--- config.mk ---
export PLATFORM = sky130hd
export DESIGN_NAME = store_addr_reader
export DESIGN_NICKNAME = d
export VERILOG_FILES = /design/src/rtl/store_addr_pkg.sv /design/src/rtl/store_addr_credit_cnt.sv /design/src/rtl/store_addr_reader.sv
export SDC_FILE = /design/constraint.sdc
export NUM_CORES = 1
export LEC_CHECK = 0
export CORE_MARGIN = 3
export CORE_UTILIZATION = 46
export DETAILED_ROUTE_END_ITERATION = 10
export GPL_TIMING_DRIVEN = 0
export MAX_ROUTING_LAYER = met4
export PLACE_DENSITY = 0.88
export SETUP_SLACK_MARGIN = 0.2
export SLEW_MARGIN = 20
export SYNTH_ARGS = -nofsm -noshare
export SYNTH_HDL_FRONTEND = slang
export SYNTH_SLANG_ARGS = --single-unit
--- constraint.sdc ---
create_clock -name clk -period 1.7 [get_ports clk]
set_input_delay 0.34 -clock clk [delete_from_list [all_inputs] [get_ports clk]]
set_output_delay 0.34 -clock clk [all_outputs]
set_load 0.05 [all_outputs]
--- src/rtl/store_addr_pkg.sv ---
// rtl/store_addr_pkg.sv - shared defaults and FSM state encoding for the store_addr read path
package store_addr_pkg;

    localparam int DEF_ADDR_W    = 10;
    localparam int DEF_LEN_W     = 8;
    localparam int DEF_BURST_LEN = 16;

    typedef enum logic [1:0] {
        ST_IDLE    = 2'd0,
        ST_POP     = 2'd1,
        ST_CAPTURE = 2'd2,
        ST_ISSUE   = 2'd3
    } rd_state_e;

endpackage

--- src/rtl/store_addr_credit_cnt.sv ---
// rtl/store_addr_credit_cnt.sv - saturating outstanding-burst counter with sticky underflow flag
module store_addr_credit_cnt #(
    parameter int MAX_OUTSTANDING = 4,
    parameter int CNT_W           = 4
) (
    input  logic             clk,
    input  logic             rst_n,
    input  logic             inc,
    input  logic             dec,
    output logic [CNT_W-1:0] count,
    output logic             below_limit,
    output logic             underflow
);

    localparam logic [CNT_W-1:0] MAX_CNT = CNT_W'(MAX_OUTSTANDING);

    // count accepted bursts up and completions down; a completion with nothing
    // outstanding leaves the count at zero and latches the error
    always_ff @(posedge clk or negedge rst_n) begin
        if (!rst_n) begin
            count     <= '0;
            underflow <= 1'b0;
        end else begin
            if (dec && (count == '0)) begin
                underflow <= 1'b1;
            end
            case ({inc, dec})
                2'b10: if (count != MAX_CNT) count <= count + 1'b1;
                2'b01: if (count != '0)      count <= count - 1'b1;
                default: ;
            endcase
        end
    end

    assign below_limit = (count < MAX_CNT);

endmodule

--- src/rtl/store_addr_reader.sv ---
// rtl/store_addr_reader.sv - pops frame-buffer addresses and issues credit-limited read-burst commands
module store_addr_reader
    import store_addr_pkg::*;
#(
    parameter int          ADDR_W          = DEF_ADDR_W,
    parameter int          LEN_W           = DEF_LEN_W,
    parameter int          BURST_LEN       = DEF_BURST_LEN,
    parameter int unsigned ADDR_OFFSET     = 0,
    parameter int          MAX_OUTSTANDING = 4,
    parameter int          CNT_W           = 4
) (
    input  logic              clk,
    input  logic              rst_n,
    input  logic              enable,
    input  logic              flush,
    output logic              fifo_rd_en,
    input  logic [ADDR_W-1:0] fifo_rd_data,
    input  logic              fifo_rd_empty,
    output logic              cmd_valid,
    input  logic              cmd_ready,
    output logic [ADDR_W-1:0] cmd_addr,
    output logic [LEN_W-1:0]  cmd_len,
    input  logic              rsp_done,
    output logic [CNT_W-1:0]  outstanding,
    output logic              busy,
    output logic              err_underflow,
    output logic [31:0]       cmd_count
);

    rd_state_e state_q;
    rd_state_e state_d;
    logic      accept;
    logic      below_limit;

    assign accept     = cmd_valid & cmd_ready;
    assign fifo_rd_en = (state_q == ST_POP);
    assign cmd_len    = LEN_W'(BURST_LEN);
    assign busy       = (state_q != ST_IDLE) || (outstanding != '0);

    // state register
    always_ff @(posedge clk or negedge rst_n) begin
        if (!rst_n) begin
            state_q <= ST_IDLE;
        end else begin
            state_q <= state_d;
        end
    end

    // next state: a pop starts only from IDLE; once started the address always reaches ISSUE
    always_comb begin
        state_d = state_q;
        case (state_q)
            ST_IDLE: begin
                if (enable && !flush && !fifo_rd_empty && below_limit) begin
                    state_d = ST_POP;
                end
            end
            ST_POP:     state_d = ST_CAPTURE;
            ST_CAPTURE: state_d = ST_ISSUE;
            ST_ISSUE: begin
                if (accept) begin
                    state_d = ST_IDLE;
                end
            end
            default:    state_d = ST_IDLE;
        endcase
    end

    // command register: load the offset address when FIFO data lands, hold until accepted
    always_ff @(posedge clk or negedge rst_n) begin
        if (!rst_n) begin
            cmd_valid <= 1'b0;
            cmd_addr  <= '0;
            cmd_count <= '0;
        end else begin
            if (state_q == ST_CAPTURE) begin
                cmd_addr  <= fifo_rd_data + ADDR_W'(ADDR_OFFSET);
                cmd_valid <= 1'b1;
            end else if (accept) begin
                cmd_valid <= 1'b0;
            end
            if (accept) begin
                cmd_count <= cmd_count + 32'd1;
            end
        end
    end

    store_addr_credit_cnt #(
        .MAX_OUTSTANDING (MAX_OUTSTANDING),
        .CNT_W           (CNT_W)
    ) u_credit (
        .clk         (clk),
        .rst_n       (rst_n),
        .inc         (accept),
        .dec         (rsp_done),
        .count       (outstanding),
        .below_limit (below_limit),
        .underflow   (err_underflow)
    );

endmodule

# After elaboration in Yosys (flattened, before gate mapping)
# Cells that the tools add are included.
[totals]
romBits = 0
latch_bits = 0
register_bits = 50
memories = 0
out_inout_bits = 58
mem_bits_rw = 0
[op_classes]
n_eq_ne = 10
n_shift = 0
add_sub_neg = 3
magnitude_cmp = 1
n_div = 0
reduce_logical = 15
muxes = 8
n_bitwise = 1
n_mul = 0
[ops]
columns = ["operator", "n"]
rows = [
  ["$add A32 B1 Y32 const B", 1],
  ["$mux W4", 2],
  ["$pmux W2 S4", 1],
  ["$pmux W4 S2", 1],
  ["$eq A2 B2 Y1 const B", 3],
  ["$reduce_bool A2 Y1", 3],
  ["$add A4 B1 Y4 const B", 1],
  ["$eq A2 B1 Y1 const B", 2],
  ["$logic_and A1 B1 Y1", 4],
  ["$logic_not A4 Y1", 1],
  ["$lt A4 B3 Y1 const B", 1],
  ["$mux W2", 2],
  ["$ne A2 B1 Y1 const B", 2],
  ["$ne A2 B2 Y1 const B", 2],
  ["$ne A4 B3 Y1 const B", 1],
  ["$reduce_bool A4 Y1", 1],
  ["$sub A4 B1 Y4 const B", 1],
  ["$reduce_and A3 Y1", 1],
  ["$logic_not A1 Y1", 2],
  ["$logic_not A2 Y1", 1],
  ["$mux W1", 2],
  ["$reduce_and A2 Y1", 1],
  ["$and A1 B1 Y1", 1],
  ["$logic_or A1 B1 Y1", 1],
]

# Logic depth before layout (Yosys ltp)
[depth]
ltp_word = 6
mapped_depth = 6
ltp_nobuf = 6

# Hierarchy
# A second synthesis with hierarchy kept.
[unflattened]
hier_cells = 218
area_unflattened_um2 = 2499.9
[by_module_without_submodules]
columns = ["mod", "area_per_inst_um2", "cells_per_inst", "seq_area_each_um2", "n_inst"]
rows = [
  ["store_addr_reader", 2124.5, 179, 1126.1, 1],
  ["store_addr_credit_cnt", 375.4, 39, 125.1, 1],
]

# Worst setup path before layout
# No wires, ideal clock.
[synth_timing]
path_type = "reg2reg"
from = "register cmd_count[0]"
to = "register cmd_count[12]"
n_path_buf = 1
arrival_ns = 1.732
stages_incl_launch_ff = 7
setup_ns = 0.142
setup_slack_ns = -0.173
path_cell_list = "dfrtp_1 > ha_1 > and4_1 > and4_1 > buf_4 > nand4_1 > xnor2_1"
[synth_via]
elab_chain_len = 1
[synth_rtl]
columns = ["element", "line", "source"]
rows = [
  ["start, declared", "store_addr_reader.sv:27", "output logic [31:0] cmd_count"],
  ["start signal, assigned", "store_addr_reader.sv:83", "cmd_count <= cmd_count + 32'd1;"],
  ["$add A32 B1 Y32", "store_addr_reader.sv:83", ""],
]
# Every way passes these cells.
# A chain may end at the register's enable or synchronous reset.

# Final worst setup path
[layout_timing]
from = "register u_credit.count[3]"
to = "output busy"
[layout_via]
elab_chain_len = 2
[layout_rtl]
columns = ["element", "line", "source"]
rows = [
  ["start, declared", "store_addr_credit_cnt.sv:10", "output logic [CNT_W-1:0] count,"],
  ["start signal, assigned", "store_addr_credit_cnt.sv:28", "2'b10: if (count != MAX_CNT) count <= count + 1'b1;"],
  ["start signal, assigned", "store_addr_credit_cnt.sv:29", "2'b01: if (count != '0) count <= count - 1'b1;"],
  ["$reduce_bool A4 Y1", "store_addr_reader.sv:38", "assign busy = (state_q != ST_IDLE) || (outstanding != '0);"],
  ["$logic_or A1 B1 Y1", "store_addr_reader.sv:38", ""],
  ["end, declared", "store_addr_reader.sv:25", "output logic busy,"],
]
# Every way passes these cells.

==> reports/summary.txt <==
======================================================================================
Outcome                                                                   complete, no violations
Endpoint arrival time on the critical path                                     1.35 ns
Wirelength per Cell                                                            16.8 um
Number of port buffers                                                              66
CTS Buf Count                                                                        5
DRC                                                                                  0
Routed vias                                                                       1956
Signed area change from the synthesized netlist to the final layout              57.5%
Clock root buffer master                                                      clkbuf_8
Mapped cell area                                                              2400 um2
Fraction of registers with async set or reset after synthesis                     1.00
Number of max-slew violations in the final report                                    0
Remaining antenna violation count                                                    0
GRT Resource Usage Total                                                         0.195
CP max FO                                                                            4
GPL Wtd Cong                                                                     0.861
Clock skew                                                                   0.0114 ns
Number of flip-flops and latches in the synthesized netlist                         50
Area enclosed by the die boundary                                             6120 um2
Count of final setup violators                                                       0
Violation count after the first detailed-routing iteration                         111
Clk sinks                                                                           50
Post-DP Area                                                                  3260 um2
Post-detailed-placement half-perimeter wirelength                              3680 um
Worst min-delay path class                                                   in -> reg
Unrepaired setup endpoints after global routing                                    yes
Most frequent cells in the layout                                         32 x clkdlybuf4s15_2, 28 x dfrtp_2, 25 x buf_4, 23 x xnor2_1, 22 x dfrtp_1
Synthesized instance count                                                         201
Post-layout util                                                                 0.775
CTS tree                                                                         built
Final Cycle Share                                                                0.995
Number of distinct standard cells referenced by the synthesized netlist             36
Number of nets at the end of the flow                                              330
Core area                                                                     4880 um2
Final Hold Viols                                                                     0
Number of antenna violations at the first check in global routing                    0
Via count of the first global-routing pass                                        1954
Endpoint required time on the critical path                                    1.36 ns
Predominant post-synthesis flop cell                                           dfrtp_1
Leakage power                                                                  1.70 nW
Power Density                                                              1410 nW/um2
Sequential area share after synthesis                                            0.521
Syn Area/Cell                                                                 11.9 um2
Maximum clock insertion buffer count                                                 2
Min Tclk post-route                                                            1.69 ns
Most common cell after layout, fill and taps aside                        clkdlybuf4s15_2
Htree depth                                                                          2
Startpoint kind of the worst setup timing path                                register
ANT cells                                                                            0
Design area                                                                   3780 um2
Sum of routed wire length over all layers                                      6300 um
Number of maximum-capacitance constraint violations                                  0
Maximum number of pins on one net before global-route repair                        34
Fill cell count                                                                    305
Critical path start-end classification                                      reg -> out
Starting density of the core                                                     0.492
Skew-Pair Late Insertion Delay                                                 0.30 ns
Endpoint kind of the worst setup timing path                               output port
Global route total overflow                                                          0
Die height                                                                     78.2 um
Count of standard-cell rows                                                         25
Via density per instance                                                          5.23
Clk pin slew, worst setup/hold paths                                           0.09 ns
First-pass iteration count of the detailed router                                    4
Max Freq                                                                       591 MHz
Count of warnings emitted by yosys                                                   0
Share of final-layout standard cells stronger than drive strength 1              0.573
Max IR drop VDD                                                                1230 uV
Die width                                                                      78.2 um
EDFF count, synth                                                                    0
Setup_tns                                                                         0 ns
IO Pins                                                                             75
Global-route wire length before repair                                         9320 um
======================================================================================
[critical path, cell delays in order, from the launching register on]
cell and delay, ns:
dfrtp_2 0.45, nor4_4 0.35, nand2_2 0.09, buf_6 0.16
[Yosys cell counts (3+ instances only)]
cell type	number	share of area
inv_1	5	0.0078
and3_1	4	0.010
and4_1	5	0.018
mux2_2	11	0.052
nand3_1	11	0.023
nor2_1	5	0.0078
buf_4	10	0.031
xor2_1	3	0.011
and2_1	3	0.0078
ha_1	7	0.036
xnor2_1	31	0.11
dfrtp_1	50	0.52
nand4_1	16	0.042
nand2_1	12	0.019
[stage by stage]
stage          worst slack (ns)  hold WS, ns  cells  total power [mW]
5_1_grt                 -0.0477        0.476    374              5.57
3_3_place_gp              -1.35        0.445    340              4.24
3_5_place_dp             -0.375        0.308    341              4.31
4_1_cts                -0.00130        0.431    360              5.11
6_report                0.00808        0.453    374              5.33
2_1_floorplan          0.000871       0.0444    207              3.52
[cell type report]
class                   instances  area [um2]  share of cell area
inverters                       5        18.8             0.00497
multi-input cells             138        1290               0.343
well taps                      67        83.8              0.0222
flip-flops and latches         50        1290               0.340
clock inverters                 1        5.00             0.00132
repair buffers                 92         881               0.233
plain buffers                  14         124              0.0328
clock buffers                   7        86.3              0.0228
[state kept, by name, summed over array words and instances (netlist names)]
| name | count |
|---|---|
| cmd_count | 32 |
| cmd_addr | 10 |
| state_q | 2 |
| u_credit.underflow | 1 |
| u_credit.count | 4 |
| cmd_valid | 1 |
[worst paths after layout]
path | end | cells after the start | slack (ns) | start
max reg2reg | cmd_count[19] | 6 | 0.07 | cmd_count[1]
max in group asynchronous | cmd_count[17] | 3 | 0.65 | rst_n
min reg2reg | u_credit.underflow | 1 | 0.48 | u_credit.underflow
max | busy | 3 | 0.008 | u_credit.count[3]
min | u_credit.count[3] | 2 | 0.45 | rsp_done
min in group asynchronous | u_credit.count[1] | 2 | 0.52 | rst_n
[routing by layer]
metal  routed length, um  global-route usage
met1                2600               0.236
met4                  95              0.0559
met5                   0                   -
met3                 343              0.0493
met2                3270               0.325
[what timing repair did]
item | in CTS | in global routing
endpoints found under the setup margin | 85 | 47
buffers inserted | 9 | 13
hold buffers | 1 | 0
gates cloned | 1 | 1
resized for setup | 180 | 64
endpoints found under the hold margin | 17 | 0
pin swaps | 9 | 35
[logic make-up (layout without fill, tap and decap cells)]
| logic type | count (synthesis) | in the layout | synth area share |
|---|---|---|---|
| compound gates | 8 | 8 | 0.0245 |
| xor+xnor | 34 | 34 | 0.124 |
| fa+ha+maj | 7 | 7 | 0.0365 |
| buf+inv | 19 | 119 | 0.0485 |
| flops | 50 | 50 | 0.521 |
| mux | 15 | 15 | 0.0693 |
| other cells | 2 | 8 | 0.00313 |
| simple gates | 66 | 66 | 0.173 |
[report_power, final]
part	internal [mW]	leakage [nW]	switching [mW]
logic	1.14	1.05	1.68
clock network	0.329	0.0482	0.392
registers	1.50	0.607	0.296
(Power assumes the default switching activity.)
